--- src/rtl/mips_mc_control_pkg.sv ---
`default_nettype none
// ============================================================================
// Module   : mips_ctrl_pkg
// Brief    : State encoding, opcode/funct constants and control-word type for
//            the multicycle MIPS control FSM.
// Revision : 1.0 - initial release
// ============================================================================
package mips_ctrl_pkg;

    typedef enum logic [3:0] {
        ST_INIT    = 4'd0,
        ST_FETCH   = 4'd1,
        ST_DECODE  = 4'd2,
        ST_MEMADR  = 4'd3,
        ST_MEMRD   = 4'd4,
        ST_MEMWB   = 4'd5,
        ST_MEMWR   = 4'd6,
        ST_RTEXE   = 4'd7,
        ST_RTWB    = 4'd8,
        ST_BRANCH  = 4'd9,
        ST_JUMP    = 4'd10,
        ST_ADDIEXE = 4'd11,
        ST_ADDIWB  = 4'd12,
        ST_HALT    = 4'd13
    } state_e;

    localparam logic [5:0] c_op_rtype = 6'b000000;
    localparam logic [5:0] c_op_lw    = 6'b100011;
    localparam logic [5:0] c_op_sw    = 6'b101011;
    localparam logic [5:0] c_op_beq   = 6'b000100;
    localparam logic [5:0] c_op_bne   = 6'b000101;
    localparam logic [5:0] c_op_j     = 6'b000010;
    localparam logic [5:0] c_op_addi  = 6'b001000;

    localparam logic [5:0] c_fn_add = 6'b100000;
    localparam logic [5:0] c_fn_sub = 6'b100010;
    localparam logic [5:0] c_fn_and = 6'b100100;
    localparam logic [5:0] c_fn_or  = 6'b100101;
    localparam logic [5:0] c_fn_slt = 6'b101010;
    localparam logic [5:0] c_fn_nor = 6'b100111;
    localparam logic [5:0] c_fn_xor = 6'b100110;

    localparam logic [3:0] c_alu_and = 4'b0000;
    localparam logic [3:0] c_alu_or  = 4'b0001;
    localparam logic [3:0] c_alu_add = 4'b0010;
    localparam logic [3:0] c_alu_sub = 4'b0110;
    localparam logic [3:0] c_alu_slt = 4'b0111;
    localparam logic [3:0] c_alu_nor = 4'b1100;
    localparam logic [3:0] c_alu_xor = 4'b1101;

    localparam logic [1:0] c_srcb_b   = 2'b00;
    localparam logic [1:0] c_srcb_one = 2'b01;
    localparam logic [1:0] c_srcb_imm = 2'b10;

    localparam logic [1:0] c_pcsrc_alu    = 2'b00;
    localparam logic [1:0] c_pcsrc_aluout = 2'b01;
    localparam logic [1:0] c_pcsrc_jump   = 2'b10;

    typedef struct packed {
        logic       iord;
        logic       mem_read;
        logic       mem_write;
        logic       mem_to_reg;
        logic       ir_write;
        logic [1:0] pc_source;
        logic [1:0] alu_src_b;
        logic       alu_src_a;
        logic       reg_write;
        logic       reg_dst;
        logic       pc_sel;
        logic [3:0] alu_ctrl;
        logic       illegal_op;
    } ctrl_t;

    // Quiescent control word: every strobe low, ALU left on add.
    function automatic ctrl_t ctrl_idle();
        ctrl_t c;
        c          = '0;
        c.alu_ctrl = c_alu_add;
        return c;
    endfunction

endpackage
`default_nettype wire

--- src/rtl/mips_mc_control_if.sv ---
`default_nettype none
// ============================================================================
// Module   : mips_mc_control_if
// Brief    : Control/status bundle between the multicycle control FSM (master)
//            and the MIPS datapath (slave).
// Revision : 1.0 - initial release
// ============================================================================
interface mips_mc_control_if;
    logic [5:0] Op;
    logic [5:0] Function;
    logic       Zero;
    logic       IorD;
    logic       MemRead;
    logic       MemWrite;
    logic       MemtoReg;
    logic       IRWrite;
    logic [1:0] PCSource;
    logic [1:0] ALUSrcB;
    logic       ALUSrcA;
    logic       RegWrite;
    logic       RegDst;
    logic       PCSel;
    logic [3:0] ALUCtrl;
    logic [3:0] state_o;
    logic       illegal_op;

    modport master (
        input  Op, Function, Zero,
        output IorD, MemRead, MemWrite, MemtoReg, IRWrite, PCSource, ALUSrcB,
               ALUSrcA, RegWrite, RegDst, PCSel, ALUCtrl, state_o, illegal_op
    );

    modport slave (
        output Op, Function, Zero,
        input  IorD, MemRead, MemWrite, MemtoReg, IRWrite, PCSource, ALUSrcB,
               ALUSrcA, RegWrite, RegDst, PCSel, ALUCtrl, state_o, illegal_op
    );
endinterface
`default_nettype wire

--- src/rtl/mips_mc_control_alu_decoder.sv ---
`default_nettype none
// ============================================================================
// Module   : mips_alu_decoder
// Brief    : Maps an R-type Function field to an ALU control code; o_valid
//            is low for encodings the ALU does not implement.
// Revision : 1.0 - initial release
// ============================================================================
module mips_alu_decoder (
    input  logic [5:0] i_funct,
    output logic [3:0] o_alu_ctrl,
    output logic       o_valid
);
    import mips_ctrl_pkg::*;

    always_comb begin
        o_alu_ctrl = c_alu_add;
        o_valid    = 1'b1;
        case (i_funct)
            c_fn_add: o_alu_ctrl = c_alu_add;
            c_fn_sub: o_alu_ctrl = c_alu_sub;
            c_fn_and: o_alu_ctrl = c_alu_and;
            c_fn_or:  o_alu_ctrl = c_alu_or;
            c_fn_slt: o_alu_ctrl = c_alu_slt;
            c_fn_nor: o_alu_ctrl = c_alu_nor;
            c_fn_xor: o_alu_ctrl = c_alu_xor;
            default:  o_valid    = 1'b0;
        endcase
    end

endmodule
`default_nettype wire

--- src/rtl/mips_mc_control.sv ---
`default_nettype none
// ============================================================================
// Module   : mips_mc_control
// Brief    : Multicycle MIPS control FSM (R-type, lw, sw, beq, j, addi).
//            Optional bne support when MIPS_CTRL_BNE_EN is defined.
// Revision : 1.0 - initial release
// ============================================================================
module mips_mc_control #(
    parameter int ILLEGAL_TRAP = 0
) (
    input  logic              clk,
    input  logic              reset,
    mips_mc_control_if.master bus
);
    import mips_ctrl_pkg::*;

    state_e     state_q;
    state_e     state_d;
    state_e     w_illegal_next;
    ctrl_t      w_ctrl;
    logic [3:0] w_dec_alu;
    logic       w_dec_valid;
    logic       w_branch_taken;

    mips_alu_decoder u_alu_dec (
        .i_funct    (bus.Function),
        .o_alu_ctrl (w_dec_alu),
        .o_valid    (w_dec_valid)
    );

    generate
        if (ILLEGAL_TRAP != 0) begin : g_trap
            assign w_illegal_next = ST_HALT;
        end else begin : g_no_trap
            assign w_illegal_next = ST_FETCH;
        end
    endgenerate

    // Op still holds the branch instruction in BRANCH, so it selects the sense.
`ifdef MIPS_CTRL_BNE_EN
    assign w_branch_taken = (bus.Op == c_op_bne) ? ~bus.Zero : bus.Zero;
`else
    assign w_branch_taken = bus.Zero;
`endif

    always_ff @(posedge clk or negedge reset) begin
        if (!reset) begin
            state_q <= ST_INIT;
        end else begin
            state_q <= state_d;
        end
    end

    always_comb begin
        state_d = ST_INIT;
        w_ctrl  = ctrl_idle();
        case (state_q)
            ST_INIT: begin
                state_d = ST_FETCH;
            end
            ST_FETCH: begin
                w_ctrl.mem_read  = 1'b1;
                w_ctrl.ir_write  = 1'b1;
                w_ctrl.alu_src_b = c_srcb_one;
                w_ctrl.pc_source = c_pcsrc_alu;
                w_ctrl.pc_sel    = 1'b1;
                state_d          = ST_DECODE;
            end
            ST_DECODE: begin
                w_ctrl.alu_src_b = c_srcb_imm;
                case (bus.Op)
                    c_op_rtype:       state_d = ST_RTEXE;
                    c_op_lw, c_op_sw: state_d = ST_MEMADR;
                    c_op_beq:         state_d = ST_BRANCH;
`ifdef MIPS_CTRL_BNE_EN
                    c_op_bne:         state_d = ST_BRANCH;
`endif
                    c_op_j:           state_d = ST_JUMP;
                    c_op_addi:        state_d = ST_ADDIEXE;
                    default: begin
                        w_ctrl.illegal_op = 1'b1;
                        state_d           = w_illegal_next;
                    end
                endcase
            end
            ST_MEMADR: begin
                w_ctrl.alu_src_a = 1'b1;
                w_ctrl.alu_src_b = c_srcb_imm;
                state_d          = (bus.Op == c_op_lw) ? ST_MEMRD : ST_MEMWR;
            end
            ST_MEMRD: begin
                w_ctrl.iord     = 1'b1;
                w_ctrl.mem_read = 1'b1;
                state_d         = ST_MEMWB;
            end
            ST_MEMWB: begin
                w_ctrl.reg_write  = 1'b1;
                w_ctrl.mem_to_reg = 1'b1;
                state_d           = ST_FETCH;
            end
            ST_MEMWR: begin
                w_ctrl.iord      = 1'b1;
                w_ctrl.mem_write = 1'b1;
                state_d          = ST_FETCH;
            end
            ST_RTEXE: begin
                w_ctrl.alu_src_a = 1'b1;
                w_ctrl.alu_src_b = c_srcb_b;
                w_ctrl.alu_ctrl  = w_dec_alu;
                if (w_dec_valid) begin
                    state_d = ST_RTWB;
                end else begin
                    w_ctrl.illegal_op = 1'b1;
                    state_d           = w_illegal_next;
                end
            end
            ST_RTWB: begin
                w_ctrl.reg_write = 1'b1;
                w_ctrl.reg_dst   = 1'b1;
                state_d          = ST_FETCH;
            end
            ST_BRANCH: begin
                w_ctrl.alu_src_a = 1'b1;
                w_ctrl.alu_src_b = c_srcb_b;
                w_ctrl.alu_ctrl  = c_alu_sub;
                w_ctrl.pc_source = c_pcsrc_aluout;
                w_ctrl.pc_sel    = w_branch_taken;
                state_d          = ST_FETCH;
            end
            ST_JUMP: begin
                w_ctrl.pc_source = c_pcsrc_jump;
                w_ctrl.pc_sel    = 1'b1;
                state_d          = ST_FETCH;
            end
            ST_ADDIEXE: begin
                w_ctrl.alu_src_a = 1'b1;
                w_ctrl.alu_src_b = c_srcb_imm;
                state_d          = ST_ADDIWB;
            end
            ST_ADDIWB: begin
                w_ctrl.reg_write = 1'b1;
                state_d          = ST_FETCH;
            end
            ST_HALT: begin
                state_d = ST_HALT;
            end
            default: begin
                state_d = ST_INIT;
            end
        endcase
    end

    assign bus.IorD       = w_ctrl.iord;
    assign bus.MemRead    = w_ctrl.mem_read;
    assign bus.MemWrite   = w_ctrl.mem_write;
    assign bus.MemtoReg   = w_ctrl.mem_to_reg;
    assign bus.IRWrite    = w_ctrl.ir_write;
    assign bus.PCSource   = w_ctrl.pc_source;
    assign bus.ALUSrcB    = w_ctrl.alu_src_b;
    assign bus.ALUSrcA    = w_ctrl.alu_src_a;
    assign bus.RegWrite   = w_ctrl.reg_write;
    assign bus.RegDst     = w_ctrl.reg_dst;
    assign bus.PCSel      = w_ctrl.pc_sel;
    assign bus.ALUCtrl    = w_ctrl.alu_ctrl;
    assign bus.illegal_op = w_ctrl.illegal_op;
    assign bus.state_o    = state_q;

endmodule
`default_nettype wire
--- src/flat_wrapper.sv ---
// flat-port wrapper written by rule: the top's interface ports become plain ports
module mips_mc_control_flat import mips_ctrl_pkg::*;
#(
    parameter int ILLEGAL_TRAP = 0
)
  (clk, reset, bus_Op, bus_Function, bus_Zero, bus_IorD, bus_MemRead, bus_MemWrite, bus_MemtoReg, bus_IRWrite, bus_PCSource, bus_ALUSrcB, bus_ALUSrcA, bus_RegWrite, bus_RegDst, bus_PCSel, bus_ALUCtrl, bus_state_o, bus_illegal_op);
  mips_mc_control_if bus_i ();
  input  logic clk;
  input  logic reset;
  input wire logic [$bits(bus_i.Op)-1:0] bus_Op;
  input wire logic [$bits(bus_i.Function)-1:0] bus_Function;
  input wire logic [$bits(bus_i.Zero)-1:0] bus_Zero;
  output wire logic [$bits(bus_i.IorD)-1:0] bus_IorD;
  output wire logic [$bits(bus_i.MemRead)-1:0] bus_MemRead;
  output wire logic [$bits(bus_i.MemWrite)-1:0] bus_MemWrite;
  output wire logic [$bits(bus_i.MemtoReg)-1:0] bus_MemtoReg;
  output wire logic [$bits(bus_i.IRWrite)-1:0] bus_IRWrite;
  output wire logic [$bits(bus_i.PCSource)-1:0] bus_PCSource;
  output wire logic [$bits(bus_i.ALUSrcB)-1:0] bus_ALUSrcB;
  output wire logic [$bits(bus_i.ALUSrcA)-1:0] bus_ALUSrcA;
  output wire logic [$bits(bus_i.RegWrite)-1:0] bus_RegWrite;
  output wire logic [$bits(bus_i.RegDst)-1:0] bus_RegDst;
  output wire logic [$bits(bus_i.PCSel)-1:0] bus_PCSel;
  output wire logic [$bits(bus_i.ALUCtrl)-1:0] bus_ALUCtrl;
  output wire logic [$bits(bus_i.state_o)-1:0] bus_state_o;
  output wire logic [$bits(bus_i.illegal_op)-1:0] bus_illegal_op;
  assign bus_i.Op = bus_Op;
  assign bus_i.Function = bus_Function;
  assign bus_i.Zero = bus_Zero;
  assign bus_IorD = bus_i.IorD;
  assign bus_MemRead = bus_i.MemRead;
  assign bus_MemWrite = bus_i.MemWrite;
  assign bus_MemtoReg = bus_i.MemtoReg;
  assign bus_IRWrite = bus_i.IRWrite;
  assign bus_PCSource = bus_i.PCSource;
  assign bus_ALUSrcB = bus_i.ALUSrcB;
  assign bus_ALUSrcA = bus_i.ALUSrcA;
  assign bus_RegWrite = bus_i.RegWrite;
  assign bus_RegDst = bus_i.RegDst;
  assign bus_PCSel = bus_i.PCSel;
  assign bus_ALUCtrl = bus_i.ALUCtrl;
  assign bus_state_o = bus_i.state_o;
  assign bus_illegal_op = bus_i.illegal_op;
  mips_mc_control #(.ILLEGAL_TRAP(ILLEGAL_TRAP)) u_core (.clk(clk), .reset(reset), .bus(bus_i));
endmodule
--- config.mk ---
export PLATFORM = sky130hd
export DESIGN_NAME = mips_mc_control_flat
export DESIGN_NICKNAME = d
export VERILOG_FILES = /design/src/rtl/mips_mc_control_pkg.sv /design/src/rtl/mips_mc_control_if.sv /design/src/rtl/mips_mc_control_alu_decoder.sv /design/src/rtl/mips_mc_control.sv /design/src/flat_wrapper.sv
export SDC_FILE = /design/constraint.sdc
export NUM_CORES = 1
export LEC_CHECK = 0
export CORE_MARGIN = 2
export CORE_UTILIZATION = 37
export CTS_CLUSTER_DIAMETER = 150
export DETAILED_ROUTE_END_ITERATION = 12
export HOLD_SLACK_MARGIN = 0.12
export PLACE_DENSITY = 0.8
export SYNTH_ARGS = -nofsm -noshare
export SYNTH_HDL_FRONTEND = slang
export SYNTH_HIERARCHICAL = 1
export SYNTH_SLANG_ARGS = --single-unit
--- constraint.sdc ---
create_clock -name clk -period 1.5 [get_ports clk]
set_input_delay 0.225 -clock clk [delete_from_list [all_inputs] [get_ports clk]]
set_output_delay 0.225 -clock clk [all_outputs]
set_load 0.03 [all_outputs]
# After elaboration in Yosys (flattened, before gate mapping)
# Index checks and enable logic that the tools add are counted.
[op_classes]
addsub = 0
multipliers = 0
n_div = 0
order_cmp = 0
eq_ne = 25
shift = 0
mux = 21
bitwise = 0
n_reduce_logical = 12
[op_table]
columns = ["op", "n"]
rows = [
  ["equality test 6 bit (second input constant)", 9],
  ["case mux 4 bit (8 select lines)", 1],
  ["equality test 4 bit (second input constant)", 6],
  ["case mux 4 bit (6 select lines)", 1],
  ["case mux 4 bit (5 select lines)", 1],
  ["equality test 4 x 3 -> 1 bit (second input constant)", 4],
  ["OR reduction 7 bit", 2],
  ["two-way mux 1 bit", 11],
  ["equality test 4 x 2 -> 1 bit (second input constant)", 2],
  ["case mux 2 bit (2 select lines)", 2],
  ["case mux 4 bit (2 select lines)", 1],
  ["OR reduction 2 bit", 4],
  ["equality test 6 x 2 -> 1 bit (second input constant)", 1],
  ["equality test 6 x 3 -> 1 bit (second input constant)", 1],
  ["equality test 6 x 4 -> 1 bit (second input constant)", 1],
  ["zero test 6 bit", 1],
  ["OR reduction 3 bit", 2],
  ["OR reduction 6 bit", 1],
  ["equality test 4 x 1 -> 1 bit (second input constant)", 1],
  ["zero test 4 bit", 1],
  ["two-way mux 4 bit", 1],
  ["case mux 1 bit (2 select lines)", 2],
  ["OR reduction 4 bit", 1],
  ["two-way mux 2 bit", 1],
]
[totals]
reg_bits = 4
latch_bits = 0
ramBits = 0
romBits = 0
output_inout_bits = 22
n_memories = 0

# Depth between registers and ports, before layout
[depth]
word_depth = 5
mapped_depth = 5
depth_no_buf = 5

# Cells and area by module
# The synthesis kept the hierarchy.
[by_module_without_submodules]
columns = ["module", "n_inst", "cells_each", "area_each_um2", "seq_area_each_um2"]
rows = [
  ["mips_mc_control", 1, 76, 518.0, 100.1],
  ["mips_alu_decoder", 1, 14, 107.6, 0.0],
]

# Worst setup path before layout
# OpenSTA, ideal clock, no wires.
[synth_timing]
path_kind = "register to output"
startpoint = "register u_core.state_q[1], in the netlist u_core/bus.state_o[1]"
endpoint = "output bus_ALUSrcB[0]"
t_arrival_ps = 1776
t_required_ps = 1275
setup_slack_ps = -501
path_stages_with_launch = 4
path_cell_list = "dfrtp_1 -> nand2b_1 -> nor3_1 -> buf_4"
[synth_between]
elab_chain_cells = 3
[synth_rtl]
columns = ["item", "line_no", "source"]
rows = [
  ["from (decl)", "mips_mc_control.sv:17", "state_e state_q;"],
  ["from (signal assigned)", "mips_mc_control.sv:50", "state_q <= state_d;"],
  ["equality test 4 x 2 -> 1 bit or equality test 4 bit (tied branches)", "mips_mc_control.sv:57", "case (state_q)"],
  ["OR reduction 3 bit (no line)", "n/a", ""],
  ["case mux 2 bit (2 select lines) *", "mips_mc_control.sv:57", ""],
  ["to (decl)", "flat_wrapper.sv:19", "output wire logic [$bits(bus_i.ALUSrcB)-1:0] bus_ALUSrcB;"],
]
# Mark *: on every way between the ends. The rest lies on a longest branch, timed or not.

# Worst setup path in the final report
[layout_timing]
startpoint = "register u_core.state_q[2], in the netlist u_core/bus.state_o[2]"
endpoint = "output bus_ALUCtrl[2]"
[layout_between]
elab_chain_cells = 2
[layout_rtl]
columns = ["item", "line_no", "source"]
rows = [
  ["equality test 4 bit or equality test 4 x 3 -> 1 bit (tied branches)", "mips_mc_control.sv:57", ""],
  ["case mux 4 bit (2 select lines) *", "mips_mc_control.sv:57", ""],
  ["to (decl)", "flat_wrapper.sv:24", "output wire logic [$bits(bus_i.ALUCtrl)-1:0] bus_ALUCtrl;"],
]
# Marks and branches as above.

==> summary.md <==
| Metric | Value |
|---|---|
| Status | `complete, but fails checks` |
| Failing checks | `negative setup slack` |
| Antenna-violating nets left | `0` |
| Initial core utilization | `40.6%` |
| DRT Pass-1 Iters | `5` |
| Syn-to-layout area delta | `129%` |
| Tmin final | `1.79 ns` |
| Share of layout cells above drive strength 1 | `~62%` |
| Post-route setup slack | `-0.291 ns` |
| Die ar. | `2040 um2` |
| Hold Path Class | `primary input to asynchronous set/reset pin` |
| First-pass GRT wire length | `4360 um` |
| Fill count | `53` |
| Synth warn | `6` |
| Sequential share of the synthesized area | `16.0%` |
| Worst Setup Start Kind | `register` |
| Htree depth | `1` |
| Hold WS | `0.178 ns` |
| Syn nets | `approximately 110` |
| Routed WL | `3740 um` |
| Largest register FFs | `4` |
| Commonest non-fill, non-tap cell in the layout | `buf_4` |
| Number of I/O port buffers | `36` |
| GRT overflow | `0` |
| Worst Skew | `0.00215 ns` |
| PwrDens | `1800 nW/um2` |
| # Max-Cap Violations | `0` |
| CP Capture Type | `output pin` |
| Final setup viols | `17` |
| DRT iter0 DRCs | `74` |
| Arrival @ worst endpoint | `1.57 ns` |
| RSZ-0062 raised after global routing | `true` |
| Nets@finish | `around 170` |
| Relative slew slack | `75.2%` |
| Number of synthesized register bits | `4` |
| Overall routing resource usage | `30.5%` |
| Vias in the first global route | `about 990` |
| Fmax | `558 MHz` |
| Root buffer cell | `clkbuf_4` |
| Io pins | `37` |
| WL/cell | `21.5 um` |
| Worst setup path class | `register to output pin` |
| Antenna violations before repair | `0` |
| Leakage | `0.000650 uW` |
| Clk pin slew, worst setup/hold paths | `0.05 ns` |
| Die width | `45.1 um` |
| Diodes inserted | `0` |
| Post-Syn Area per Cell | `6.95 um2` |
| Commonest non-fill, non-tap cells in the layout | `buf_4, buf_6, dlygate4sd2_1` |
| Core Rows | `14` |
| Critical path data required time | `1.27 ns` |
| EDFF count, synth | `0` |
| CTS tree | `yes` |
| CTS sink cnt | `4` |
| CTS max path bufs | `2` |
| Hold Buf Count CTS | `0` |
| Final-report hold violation count | `0` |
| DR vias/cell | `approximately 6.3` |
| Mapped cell area | `roughly 630 um2` |
| Placed cell count | `160` |
| Worst skew pair latency | `0.26 ns` |
| Cells after Synth | `90` |
| CTS buffer count | `3` |
| Count of different cell masters after synthesis | `33` |
| Total number of vias | `1102` |
| Largest net degree at the start of global routing | `8` |
| Remaining DRCs | `0` |
| Post-layout instance count excluding filler cells | `174` |
| Die Y | `~45 um` |
| Worst slew pin tran | `0.369 ns` |
| Crit path max fanout | `5` |
| Detailed Place HPWL | `1750 um` |
| GPL Wtd Cong | `~0.80` |
| Asr flop ratio synth | `100%` |
| Core area | `1540 um2` |
| Final worst-path cycle share | `119%` |
| Main synth FF type | `dfrtp_1` |
| Worst IR Drop VDD | `0.00129 V` |
| Max Slew Vio Count | `0` |
-- cell type report --
cell class | count | area, um2 | area share, %
clock buffers | 4 | 26.3 | 1.83
multi-input cells | 77 | 643 | 44.9
flip-flops and latches | 4 | 105 | 7.34
inverters | 4 | 20.0 | 1.40
well taps | 16 | 20.0 | 1.40
repair buffers | 69 | 618 | 43.1
-- critical path: stages, from the launching register on --
cell and delay [ns]:
dfrtp_2 0.45, nand2b_2 0.26, nor2_1 0.19, a31oi_1 0.10, nor2_2 0.15, buf_6 0.15
-- path summary, 6_finish.rpt --
kind,slack [ns],start,cells after the start,endpoint
setup / recovery,-0.29,u_core/bus.state_o[2],5,bus_ALUCtrl[2]
hold / removal,0.18,reset,1,u_core/bus.state_o[2]
setup reg to reg,0.08,u_core/bus.state_o[0],6,u_core/bus.state_o[0]
hold reg to reg,0.70,u_core/bus.state_o[1],2,u_core/bus.state_o[0]
max in group asynchronous,1.13,reset,1,u_core/bus.state_o[0]
min in group clk,0.54,bus_Op[4],5,u_core/bus.state_o[1]
-- metal layers --
metal	vias to the layer above	track usage [%]	part of all wire, %
met1	517	29.5	34
met3	29	8.40	8.9
li1	459	-	-
met4	0	17.6	5.5
met2	97	56.9	52
met5	-	0	0
-- cell families (layout without fill, tap and decap cells) --
group | count (synthesis) | count (layout) | synth area share, %
flops | 4 | 4 | 16.0
xor+xnor | 3 | 3 | 4.20
buf+inv | 9 | 77 | 7.60
compound gates | 23 | 23 | 26.4
simple gates | 51 | 51 | 45.8
-- cell usage after synthesis (all sizes together) (2+ instances only) --
cell | instances | area share, %
and2 | 2 | 2.0
nand4bb | 2 | 3.6
o22ai | 4 | 4.0
buf | 5 | 5.2
inv | 4 | 2.4
a211oi | 2 | 2.4
nand2b | 7 | 7.0
and3 | 3 | 3.0
nor3 | 5 | 4.8
dfrtp | 4 | 16
nand2 | 10 | 6.0
nor2 | 14 | 9.6
o211ai | 2 | 2.4
xnor2 | 2 | 2.8
o21ai | 3 | 2.4
a21oi | 5 | 4.0
nor2b | 4 | 5.2
-- power by group --
part           leakage [uW]  internal (uW)  switching, uW
Sequential        0.0000452            157           94.2
Clock             0.0000150            101           69.6
Combinational      0.000590            947           1200
Total              0.000650           1210           1370
-- metrics by stage --
step	worst slack (ns)	total power, uW	cell area, um2	TNS, ns	utilization (%)
after global routing	-0.368	2640	1430	-2.37	92.9
after global placement	-0.276	1740	1150	-1.41	74.8
after CTS	-0.0756	2330	1370	-0.404	89.0
after floorplan	-0.0932	1200	688	-0.418	-
final	-0.291	2570	1430	-1.64	92.9
after detailed placement	-0.315	1770	1150	-1.56	74.8
-- timing repair --
action	4_1_cts	5_1_grt
endpoints found under the setup margin	18	18
pin swaps	5	6
setup buffers	10	0
resized for setup	46	21
No activity file was read; power rests on OpenSTA's default activity.
==> RTL change 1 (same settings) <==
`ILLEGAL_TRAP` is set to 0 in 2 places; all go to 1.
--- a/src/rtl/mips_mc_control.sv
+++ b/src/rtl/mips_mc_control.sv
@@ -6,7 +6,7 @@
 // Revision : 1.0 - initial release
 // ============================================================================
 module mips_mc_control #(
-    parameter int ILLEGAL_TRAP = 0
+    parameter int ILLEGAL_TRAP = 1
 ) (
     input  logic              clk,
     input  logic              reset,
--- a/src/flat_wrapper.sv
+++ b/src/flat_wrapper.sv
@@ -1,7 +1,7 @@
 // flat-port wrapper written by rule: the top's interface ports become plain ports
 module mips_mc_control_flat import mips_ctrl_pkg::*;
 #(
-    parameter int ILLEGAL_TRAP = 0
+    parameter int ILLEGAL_TRAP = 1
 )
   (clk, reset, bus_Op, bus_Function, bus_Zero, bus_IorD, bus_MemRead, bus_MemWrite, bus_MemtoReg, bus_IRWrite, bus_PCSource, bus_ALUSrcB, bus_ALUSrcA, bus_RegWrite, bus_RegDst, bus_PCSel, bus_ALUCtrl, bus_state_o, bus_illegal_op);
   mips_mc_control_if bus_i ();
Function: changed (a bounded check fails within 4 cycles, from zero or initial values and one cycle with reset low).
==> RTL change 1 against the original RTL <==
- the run still ends with negative setup slack left
- non-clock buffer count is 9 higher
- worst hold slack better by 43 ps
- worst setup slack better by 26 ps
- power is 33% higher
- final area is 15% higher
- core utilization is 4.5 points higher
- clock power is 8% lower
- synthesized area is 4.6% higher
- routed wire length is 29% higher
- sequential cell count stayed put
- critical path type unchanged
==> RTL change 1: results (changes against the original RTL) <==
- Worst path arrival time: 1540 ps (-30 ps)
- Setup TNS: -2220 ps (-585 ps)
- Netlist cell types: 39 (+18%)
- R2R Setup Slk: 20 ps (-60 ps)
- Routed len/inst: 26.1 µm (+21%)
- Max rail drop VDD: 1220 µV (-6.0%)
- Synth Area in Adders: 0% (unchanged)
- Synth area leaders: dfrtp_1, nand2b_1, nor2_1
- Layout cell share with drive strength beyond 1: 68.5% (+6.4 points)
- Outcome: complete, but fails checks
- Largest register FFs: 4 (unchanged)
- DR pass1 iterations: 6 (+1)
- NumNets Final: 185 (+6.3%)
- Initial antenna violation count: 0 (unchanged)
- Dpl hpwl: 1900 µm (+8.7%)
- Slowest stage delay, CP: 440 ps
- CTS root buf: clkbuf_4
- Clock Skews: 2.65 ps (+0.503 ps)
- Slew Limit Headroom: 76.3% (+1.1 points)
- Diodes inserted: 0 (unchanged)
- Leakage: 0.723 nW (+11%)
- Pin count of the biggest net entering global routing: 16 (+8)
- Worst-case reg-to-reg path depth: 7 (+1)
- GR Util met1: 42.6% (+13 points)
- Sequential share of power: 7.1% (-2.7 points)
- Final WS setup: -265 ps (+25.8 ps)
- Synth Flop Type: dfrtp_1
- Worst r2r src: u_core/bus.state_o[1]$_DFF_PN0_
- Internal: 1.62 mW (+34%)
- Reg2reg end: u_core/bus.state_o[3]$_DFF_PN0_
- Violated checks: negative setup slack
- Vias in the first global route: 1135 (+15%)
- Met2 Wirelength: 2220 µm (+14%)
- Hold Slack: 221 ps (+42.8 ps)
- Synth cell count leaders: nor2_1, nand2b_1, nor3_1
- Slowest cell on crit path: dfrtp_2
- Via density: 6.87 (+8.5%)
- Clock-net power: 0.157 mW (-8%)
- Seq power: 0.244 mW (-3%)
- Met3 wire len: 635 µm (+91%)
- M1 wire length: 1580 µm (+25%)
- CP delay by family, top: flip-flops
- GR met2 Demand/Resource: 64.7% (+7.9 points)
- Critical-path maximum fanout: 6 (+1)
- Xor-xnor portion of the synthesized cell area: 5.35% (+1.2 points)
- Final setup vio count: 19 (+2)
- Gpl congestion: 0.837 (+5.0%)
- Total GRT Usage: 37.4% (+6.9 points)
- Met3 Track Usage GR: 8.63% (+0.23 points)
- Sequential area share after synthesis: 15.3% (-0.70 points)
- First-pass GRT wire length: 5600 µm (+28%)
- Initial DRC Count: 114 (+54%)
- Compound-gate portion of the synthesized area: 27.0% (+0.56 points)
- Syn Nets: 109 (+3.8%)
[RTL change 1: cell count changes in the layout (fill, tap and decap cells not counted), moves of 2 or more]
| cell | change |
|---|---|
| nand2_1 | -4 |
| nor3_2 | -2 |
| nand3_2 | +2 |
| nor2_4 | +2 |
| a21oi_2 | -2 |
| nor2_2 | -5 |
| nand2b_4 | +2 |
| nor3_4 | +2 |
| buf_12 | +2 |
| o22ai_1 | -2 |
| dlygate4sd2_1 | -4 |
| buf_6 | +5 |
| nor3_1 | +3 |
| buf_2 | +4 |
[RTL change 1: cell type report]
class,count,area (µm²)
Clock buffer,3,22.5
Fill cell,24,43.8
Inverter,4,22.5
Multi-Input combinational cell,79,759
Sequential cell,4,105
Tap cell,17,21.3
Timing Repair Buffer,78,714
[RTL change 1: timing repair]
| action | in CTS | in global routing |
|---|---|---|
| endpoints found under the setup margin | 19 | 19 |
| buffers inserted | 11 | 7 |
| cloned | 0 | 0 |
| pin swaps | 13 | 12 |
| gates resized for setup | 91 | 19 |
[RTL change 1: through the flow]
stage	util (%)	worst slack, ps	instances	cell area, µm²
4_1_cts	90.1	-165	179	1520
3_5_place_dp	72.8	-802	165	1230
3_3_place_gp	72.8	-736	165	1230
2_1_floorplan	-	-47.6	94	761
5_1_grt	97.4	-315	185	1650
6_report	97.4	-265	185	1650
[RTL change 1: worst max-delay path by stage]
stage,startpoint,to
2_1_floorplan,u_core/bus.state_o[1]$_DFF_PN0_,bus_ALUSrcB[0]
3_3_place_gp,bus_Function[2],bus_illegal_op
3_5_place_dp,bus_Function[2],bus_illegal_op
4_1_cts,u_core/bus.state_o[0]$_DFF_PN0_,bus_illegal_op
5_1_grt,u_core/bus.state_o[1]$_DFF_PN0_,bus_PCSel
6_report,u_core/bus.state_o[1]$_DFF_PN0_,bus_PCSel
==> RTL change 2 (config.mk and constraints unchanged) <==
Made on the original files. Reset style: synchronous (`reset`), changed in one clocked block.
--- a/src/rtl/mips_mc_control.sv
+++ b/src/rtl/mips_mc_control.sv
@@ -43,7 +43,7 @@
     assign w_branch_taken = bus.Zero;
 `endif
 
-    always_ff @(posedge clk or negedge reset) begin
+    always_ff @(posedge clk) begin
         if (!reset) begin
             state_q <= ST_INIT;
         end else begin
Check against the original RTL: differs if reset is asserted again (counterexample within 4 cycles, from zero or initial values and one cycle with reset low); with reset held inactive, the same outputs for 10 cycles.
==> RTL change 2 against the original RTL <==
- the run still ends with negative setup slack left
- routed wire length rose by 23%
- critical path type unchanged
- critical endpoint is now bus_ALUCtrl[3]
- global-route usage rose by 7.1 points
- synthesized area increased by 0.20%
- final area is 4.4% higher
- register-to-register slack worse by 80 ps
- worst setup slack better by 190 ps
- sequential cell count unchanged
Power is not compared: it rests on default switching activity, and its combinational part moved more than twofold at a synthesized area within 25%.
==> RTL change 2: results (changes against the original RTL) <==
- CTS buffer count: 3 (unchanged)
- Violated checks: negative setup slack
- Reg2reg end: u_core/bus.state_o[3]$_SDFF_PN0_
- Worst Tran Pin Value: 416 ps (+47.2 ps)
- Gpl congestion: 0.896 (+12%)
- Synth area leaders: dfxtp_1, nand2b_1, nor2_1
- Worst min path class: primary input to register
- Slowest cell on crit path: dfxtp_2
- Worst r2r src: u_core/bus.state_o[3]$_SDFF_PN0_
- Final setup vio count: 14 (-3)
- Total GRT Usage: 37.6% (+7.1 points)
- Sink of the worst hold path: u_core/bus.state_o[2]$_SDFF_PN0_
- Clock Skews: 4.99 ps (+2.84 ps)
- Cell count after placement: 171 (+6.9%)
- Routed Wire Length: 4590 µm (+23%)
- Via density: 6.89 (+8.9%)
- Syn_area_per_cell: 6.81 µm² (-2.0%)
- Clock Path Buffers: 2 (unchanged)
- Syn Nets: 107 (+1.9%)
- NumNets Final: 181 (+4.0%)
- Dpl hpwl: 1910 µm (+9.2%)
- Vias in the first global route: 1152 (+16%)
- Initial DRC Count: 73 (-1.4%)
- Layout cell share with drive strength beyond 1: 67.1% (+5.0 points)
- R2R Setup Slk: 0 ps (-80 ps)
- DR pass1 iterations: 4 (-1)
- Sequential area share after synthesis: 12.8% (-3.2 points)
- DP Area: 0.00124 mm² (+7.4%)
- Routed len/inst: 25.5 µm (+19%)
- Synth cell count leaders: nor2_1, nand2_1, nand2b_1, nor3_1, a21oi_1
- Clock transition at path regs: 40 ps
- Outcome: complete, but fails checks
- Setup TNS: -708 ps (+930 ps)
- First-pass GRT wire length: 5330 µm (+22%)
- Async set-or-reset flop fraction in the synthesized netlist: 0% (-100 points)
- Final WS setup: -104 ps (+187 ps)
- Slowest stage delay, CP: 390 ps (-60 ps)
- Initial antenna violation count: 0 (unchanged)
- Pin count of the biggest net entering global routing: 14 (+6)
- # port buffers: 36 (unchanged)
- Worst path arrival time: 1380 ps (-190 ps)
- Critical-path maximum fanout: 4 (-1)
- Worst-case reg-to-reg path depth: 7 (+1)
- Netlist cell types: 41 (+24%)
- Synth warnings: 6 (unchanged)
- Worst skew pair latency: 240 ps (-20 ps)
## RTL change 2: changes by cell type in the layout (fill, tap and decap cells not counted), sizes merged, moves of 3 or more
cell and change:
buf +5, clkbuf +4, clkdlybuf4s15 +4, dfrtp -4, dfxtp +4, dlygate4sd2 -10
nor3 +3, o22ai -3
## RTL change 2: layout make-up
class,instances,area [µm²]
Multi-Input combinational cell,81,712
Timing Repair Buffer,73,637
Sequential cell,4,92.6
Fill cell,27,46.3
Clock buffer,3,22.5
Tap cell,16,20.0
Inverter,3,11.3
## RTL change 2: power by group
group	total [mW]	switching [mW]	leakage [nW]	internal [mW]
registers	0.169	0.0404	0.0353	0.129
clock network	0.143	0.0530	0.0138	0.0901
logic	0.928	0.521	0.650	0.407
## RTL change 2: how the worst max path moves through the flow
stage / from / to / depth (start not counted)
after global placement: bus_Op[3] / bus_illegal_op / 6
after detailed placement: bus_Op[3] / bus_illegal_op / 6
final: u_core/bus.state_o[1]$_SDFF_PN0_ / bus_ALUCtrl[3] / 5
after floorplan: u_core/bus.state_o[3]$_SDFF_PN0_ / bus_PCSel / 3
after global routing: u_core/bus.state_o[2]$_SDFF_PN0_ / bus_MemRead / 4
after CTS: bus_Op[4] / bus_illegal_op / 5
## RTL change 2: logic make-up after synthesis
group | share of synthesized area, %
buf+inv | 5.99
xor+xnor | 4.19
simple gates | 49.1
compound gates | 27.9
flops | 12.8
## RTL change 2: stage by stage
step                hold WS [ps]  worst slack [ps]
floorplan                    356              -167
global placement             662              -708
detailed placement           682              -788
CTS                          554              -100
global route                 598              -207
finish                       586              -104
## RTL change 2: timing repair
| item | CTS | global route |
|---|---|---|
| gates resized for setup | 74 | 37 |
| hold endpoints to repair | 0 | 0 |
| pin swaps | 7 | 10 |
| buffers inserted | 4 | 2 |
| setup endpoints to repair | 18 | 15 |
## RTL change 2: layer usage
metal	global-route usage [%]	share of wire (%)	vias to the layer above
met5	0	0	-
met4	30.0	11	0
met3	6.00	11	68
met2	69.4	47	134
met1	36.1	31	559
li1	-	-	480
## RTL change 2: worst register-to-register path, delay by kind of cell, from the launching register on
family          cells  cell delay, ps
buf+inv             3             420
flops               1             360
compound gates      2             350
simple gates        2             300
